**config.mk**
```make
export PLATFORM = sky130hd
export DESIGN_NAME = fetch_stage
export DESIGN_NICKNAME = d
export VERILOG_FILES = /design/src/rtl/fetch_pkg.sv /design/src/rtl/fetch_stage_flopre.sv /design/src/rtl/fetch_stage.sv
export SDC_FILE = /design/constraint.sdc
export NUM_CORES = 1
export LEC_CHECK = 0
export ABC_AREA = 1
export BUFFER_PORTS_ARGS = -buffer_cell sky130_fd_sc_hd__buf_2
export CAP_MARGIN = 0
export CORE_MARGIN = 2
export CORE_UTILIZATION = 53
export CTS_CLUSTER_SIZE = 25
export DETAILED_ROUTE_END_ITERATION = 8
export GPL_ROUTABILITY_DRIVEN = 0
export PLACE_DENSITY = 0.82
export SYNTH_ARGS = -nofsm -noshare
export SYNTH_HDL_FRONTEND = slang
export SYNTH_HIERARCHICAL = 1
export SYNTH_SLANG_ARGS = --single-unit
```
**constraint.sdc**
```tcl
create_clock -name clk -period 2.3 [get_ports clk]
set_input_delay 0.23 -clock clk [delete_from_list [all_inputs] [get_ports clk]]
set_output_delay 0.23 -clock clk [all_outputs]
set_load 0.02 [all_outputs]
```
**src/rtl/fetch_pkg.sv**
```systemverilog
// Shared constants for the instruction fetch stage: instruction/opcode field
// geometry, the bubble encoding and the sequential PC increment.
package fetch_pkg;

    localparam int INSTR_W = 32;
    localparam int OP_W    = 11;
    localparam int OP_MSB  = 31;
    localparam int OP_LSB  = 21;
    localparam logic [INSTR_W-1:0] NOP_INSTR = 32'h0;
    localparam int PC_INC  = 4;

endpackage

```
**src/rtl/fetch_stage_flopre.sv**
```systemverilog
// Module flopre: W-bit register with load enable and an asynchronous
// active-low reset to RESET_VAL. Holds the program counter.
module flopre #(
    parameter int             W         = 64,
    parameter logic [W-1:0]   RESET_VAL = '0
) (
    input  logic         clk,
    input  logic         reset,
    input  logic         en,
    input  logic [W-1:0] d,
    output logic [W-1:0] q
);

    always_ff @(posedge clk or negedge reset) begin
        if (!reset)
            q <= RESET_VAL;
        else if (en)
            q <= d;
    end

endmodule

```
**src/rtl/fetch_stage.sv**
```systemverilog
// Instruction fetch stage: PC register, instruction memory addressing and the
// IF/ID pipeline register. Optional perf counters under FETCH_PERF_CNT_EN.
module fetch_stage
    import fetch_pkg::*;
#(
    parameter int           N        = 64,
    parameter logic [N-1:0] RESET_PC = '0
) (
    input  logic               clk,
    input  logic               reset,
    input  logic               stall,
    input  logic               flush,
    input  logic               pc_src,
    input  logic [N-1:0]       branch_target,
    output logic [N-1:0]       imem_addr,
    input  logic [INSTR_W-1:0] imem_data,
    output logic [N-1:0]       if_id_pc,
    output logic [INSTR_W-1:0] if_id_instr,
    output logic               if_id_valid,
    output logic [OP_W-1:0]    op
`ifdef FETCH_PERF_CNT_EN
    ,
    output logic [31:0]        fetch_cnt,
    output logic [31:0]        bubble_cnt
`endif
);

    logic [N-1:0] pc_p0;
    logic [N-1:0] pc_next_p0;
    logic         pc_en_p0;
    logic         started;
    logic         load_bubble;
    logic         load_instr;

    // Low for the first edge after reset release, so that edge is a plain
    // fetch of RESET_PC whatever the redirect/stall/flush inputs say.
    always_ff @(posedge clk or negedge reset) begin
        if (!reset)
            started <= 1'b0;
        else
            started <= 1'b1;
    end

    always_comb begin
        load_bubble = started & (flush | pc_src);
        load_instr  = ~load_bubble & (~started | ~stall);
        pc_en_p0    = ~started | pc_src | ~stall;
        pc_next_p0  = (started & pc_src) ? branch_target : pc_p0 + N'(PC_INC);
    end

    flopre #(
        .W         (N),
        .RESET_VAL (RESET_PC)
    ) u_pc (
        .clk   (clk),
        .reset (reset),
        .en    (pc_en_p0),
        .d     (pc_next_p0),
        .q     (pc_p0)
    );

    assign imem_addr = pc_p0;

    // IF/ID boundary
    always_ff @(posedge clk or negedge reset) begin
        if (!reset) begin
            if_id_pc    <= '0;
            if_id_instr <= NOP_INSTR;
            if_id_valid <= 1'b0;
        end else if (load_bubble) begin
            if_id_pc    <= '0;
            if_id_instr <= NOP_INSTR;
            if_id_valid <= 1'b0;
        end else if (load_instr) begin
            if_id_pc    <= pc_p0;
            if_id_instr <= imem_data;
            if_id_valid <= 1'b1;
        end
    end

    assign op = if_id_instr[OP_MSB:OP_LSB];

`ifdef FETCH_PERF_CNT_EN
    always_ff @(posedge clk or negedge reset) begin
        if (!reset) begin
            fetch_cnt  <= '0;
            bubble_cnt <= '0;
        end else begin
            if (load_instr)
                fetch_cnt <= fetch_cnt + 32'd1;
            if (load_bubble)
                bubble_cnt <= bubble_cnt + 32'd1;
        end
    end
`endif

endmodule

```
* Word level (Yosys, flattened, before mapping)
Index checks and enable logic that the tools add are counted.
** Word-level totals
- Output and inout port bits :: 172
- Logic and storage cells :: 24
- Bits in registers :: 162
- Bits of input ports :: 101
** Cells by class
- Add/subtract/negate cells :: 1
- Mux-type cells :: 7
- Reductions and logical operators :: 1
- Bitwise gates (word level) :: 10
** Operators with widths (count)
- $mux W64 :: 3
- $add A64 B3 Y64 const B :: 1
- $mux W32 :: 2
- $or A1 B1 Y1 :: 4
- $and A1 B1 Y1 :: 3
- $not A1 Y1 :: 3
- $mux W1 :: 2
- $reduce_bool A2 Y1 :: 1

* Depth between registers and ports, before layout
- Depth in word-level cells :: 6
- Depth in mapped cells :: 13
- Gate-level depth less buffers :: 13

* Cells and area by module
Netlist, hierarchy kept.
** Modules (own cells, without submodules)
- fetch_stage :: seq. area each 2452.4 um2, times used 1, cells an instance 1031, area an instance 6681.4 um2
- flopre :: seq. area each 1601.5 um2, times used 1, cells an instance 270, area an instance 2446.1 um2

* Worst setup path after synthesis
No wires, ideal clock.
- Path kind :: flip-flop to flip-flop
- Start :: register u_pc.q[3]
- End :: register u_pc.q[54]
- Arrival time :: 1702 ps
- Required time :: 2182 ps
- Stages on the path, launching flop included :: 13
- Slack :: 480 ps
- Path buffers :: 0
- Clock period less this slack :: 1820 ps
- Cell sequence :: dfrtp_1 ha_1 inv_1 nor2_2 nand2_4 nor2_8 nand2_4 nor2_1 nand2_1 nand3_1 nand2_1 nand2_1 nand2_1
** Between the ends
- Cells in the longest elaborated chain, start to end :: 2
** RTL lines
- start: declaration :: line fetch_stage_flopre.sv:11 : output logic [W-1:0] q
- start signal: assignment :: line fetch_stage_flopre.sv:16 : q <= RESET_VAL;
- start signal: assignment :: line fetch_stage_flopre.sv:18 : q <= d;
- $add A64 B3 Y64 :: line fetch_stage.sv:48 : pc_next_p0 = (started & pc_src) ? branch_target : pc_p0 + N'(PC_INC);
- $mux W64 :: line fetch_stage.sv:48
- named net pc_next_p0[54] :: line fetch_stage.sv:29 : logic [N-1:0] pc_next_p0;
The timed path passes the listed nets, and every way through them passes these cells.
A chain may end at the register's enable or synchronous reset.

* Worst setup path after layout
- Start :: register u_pc.q[3]
- End :: register u_pc.q[44]
The elaborated chain is that of the path after synthesis.

==> summary.md <==
| Metric | Value |
|---|---|
| Outcome | `complete, no violations` |
| Startpoint Class | `register` |
| CTS Buf Count | `17` |
| Compound-Gate Fraction of Synth Area | `under 10%` |
| Met1 Usage GRT | `45.7%` |
| Total global routing overflow | `0` |
| CTS tree | `yes` |
| Die Ht | `135 µm` |
| Die footprint | `around 18,000 µm²` |
| XOR/XNOR Fraction of Synth Area | `under 10%` |
| Total GRT Usage | `around a third` |
| Largest net degree at the start of global routing | `65` |
| Design Area, Final | `between 10,000 and 15,000 µm²` |
| Worst-path fanout max | `6` |
| DR vias/cell | `around 5.4` |
| Ys Warns | `6` |
| Grt peak-use layer | `met2` |
| Root Driver | `clkbuf_16` |
| Detailed placement HPWL | `roughly 22,000 µm` |
| Worst Path Arrival | `roughly 2.5 ns` |
| CTS Sinks | `between 150 and 200` |
| Cell variety after synth | `31` |
| Max_slew headroom | `49.0%` |
| Drt total wl | `slightly above 30,000 µm` |
| Cell accounting for the most synthesized area | `dfrtp_1` |
| Final hold violations | `0` |
| Setup TNS | `0 ns` |
| Hold WC Path Type | `primary input to register` |
| Avg Cell Area, Syn | `between 7 and 8 µm²` |
| Mapped Cells | `approximately 1,300` |
| Ranking of synthesized cells by area | `dfrtp_1 44%, nand2_1 19%, inv_1 7.5%, nand3_1 5.2%, nor2_1 4.6%` |
| Primary FF master, synth | `dfrtp_1` |
| DR iter-0 viols | `approximately 1,200` |
| Critical path type | `register to register` |
| Max-slew violation count | `0` |
| Async SR Flop Fraction | `100%` |
| Antenna Nets Post-Route | `0` |
| Post-synthesis sequential area ratio | `around 44%` |
| EDFF count, synth | `0` |
| Total I/O pin count | `around 270` |
| H-tree depth | `4` |
| Drt pass-1 iters | `6` |
| Leak Pwr | `about 6 nW` |
| Synth top area share | `about 44%` |
| Setup violators final | `0` |
| Via count | `9,613` |
| First-pass GRT wire length | `approximately 47,000 µm` |
| Most numerous cell in the Yosys netlist | `nand2_1` |
| Initial core utilization | `a little over half` |
| Core Area | `between 15,000 and 20,000 µm²` |
| Area of the mapped netlist | `approximately 9100 µm²` |
| Post-CTS setup buffers | `0` |
| Unrepaired setup endpoints after global routing | `no` |
| Final Cycle Share | `between 90% and 100%` |
| Fmax | `between 400 and 500 MHz` |
| Cell Area, Placed | `~11,000 µm²` |
| Max-Cap Viols | `0` |
| Port bufs | `272` |
| Grt met3 use | `8.72%` |
| Area delta synth->final | `22.9%` |
| Maximum vdd drop | `0.531 mV` |
| Tightest Pin Transition | `approximately 0.77 ns` |
| Number of global-route vias before repair | `8,915` |
| Initial antenna violation count | `1` |
| Post-synthesis mux area share | `0%` |
| Clock buffer depth | `2` |
| Met2 Track Usage GR | `between 50% and 60%` |
| Synth Area in Adders | `less than 1%` |
| Simple-gate share of the synthesized area | `around a third` |
| Synthesized flop and latch total | `roughly 160` |
| Most frequent cells after synthesis | `474 x nand2_1, 183 x inv_1, 162 x dfrtp_1` |
| P per Cell Area | `793 nW/µm²` |
| CTS resizes | `0` |
| Minimum clock period | `2.10 ns` |
| Clk_lat worst skew | `approximately 0.43 ns` |
| Worst Clk Skew | `0.0127 ns` |
| Site Rows | `47` |
| Per-cell routed wire length | `roughly 17 µm` |
| Clock transition at the registers of the reported paths | `around 0.070 ns` |
| Total Power | `about 9 mW` |
| Critical Path RT | `between 2 and 3 ns` |
| NumNets Final | `~1,700` |
| Die X | `roughly 140 µm` |
| Layout cells sized above 1 | `a little under a quarter` |
| Syn_nets | `~1,400` |
| # DRC | `0` |
| Crit end category | `register` |
| Largest family of logic cells by synthesized area | `simple AND/OR/NAND/NOR gates` |
[routing by layer]
layer	wire [µm]	vias up
met5	0	-
met4	950	0
met3	3240	71
met2	13600	560
met1	12400	4459
li1	-	4523
[worst max-delay path, stage by stage (launching register included)]
cell      delay, ns
dfrtp_1        0.45
ha_1           0.24
inv_1          0.09
nor2_2         0.19
nand3b_2       0.15
nor2_2         0.40
nand2_1        0.11
nand2_1        0.09
nand3_1        0.07
nand2_1        0.10
nand2_1        0.05
nand2_1        0.10
[worst paths after layout]
path | startpoint | endpoint | slack [ns] | depth (start not counted)
worst min register to register | if_id_valid | if_id_valid | 0.49 | 1
min in group asynchronous | reset | if_id_pc[4] | 0.36 | 2
worst max-delay path | u_pc/q[3] | u_pc/q[44] | 0.20 | 11
max in group asynchronous | reset | u_pc/q[40] | 1.05 | 3
worst max register to register | u_pc/q[3] | u_pc/q[44] | 0.20 | 11
worst min-delay path | imem_data[28] | if_id_instr[28] | 0.03 | 3
[where the power goes]
| part | total [mW] | internal (mW) | switching (mW) |
|---|---|---|---|
| combinational | 2.35 | 0.779 | 1.57 |
| clock | 2.85 | 1.63 | 1.22 |
| sequential | 3.71 | 3.24 | 0.467 |
| total | 8.90 | 5.65 | 3.25 |
[stage by stage]
| step | setup slack (ns) | instances | hold WS (ns) | utilization (%) |
|---|---|---|---|---|
| 6_report | 0.198 | 1782 | 0.0332 | 67.2 |
| 5_1_grt | 0.0831 | 1782 | 0.0320 | 67.2 |
| 4_1_cts | 0.227 | 1781 | 0.0265 | 67.2 |
| 3_5_place_dp | 0.272 | 1748 | 0.272 | 63.6 |
| 3_3_place_gp | 0.296 | 1748 | 0.266 | 63.6 |
| 2_1_floorplan | 0.480 | 1301 | -0.0656 | - |
[state kept, by name, summed over array words and instances (netlist names)]
signal and flops:
started 1, if_id_pc 64, if_id_valid 1, if_id_instr 32
u_pc/q 64
[area by class of cell]
type                    count  area (µm²)
inverters                 188         706
fillers                  1481        5480
flip-flops and latches    162        4050
multi-input cells         890        4030
well taps                 220         275
clock inverters            12         135
repair buffers            289        1570
diodes                      1        2.50
clock buffers              20         447
[logic make-up after synthesis]
group           after synthesis
other cells                   1
compound gates              152
simple gates                723
xor+xnor                     13
fa+ha+maj                     1
flops                       162
buf+inv                     249
[what timing repair did]
| item | in CTS | in global routing |
|---|---|---|
| endpoints found under the setup margin | 0 | 0 |
| hold buffers | 1 | 0 |
| hold endpoints to repair | 58 | 0 |
[layout by cell type (no fill, tap or decap), types with 2 or more instances in the layout]
master	count
a21oi_1	9
nand4_1	7
bufinv_16	2
clkinvlp_4	4
inv_1	183
nand2_1	472
nor2_8	3
clkbuf_16	17
nor2_2	10
xor2_1	13
buf_4	10
a31oi_1	9
dfrtp_1	162
nor2_1	112
nand3_1	94
o21ai_2	2
o21ai_0	52
inv_2	4
clkinv_4	4
clkinv_2	2
o21ai_1	23
buf_2	271
nand2_2	12
nand2_4	4
nor2_4	5
buf_12	6
o22ai_1	56
clkbuf_1	2
Note: power is estimated with default switching activity, not from simulation.
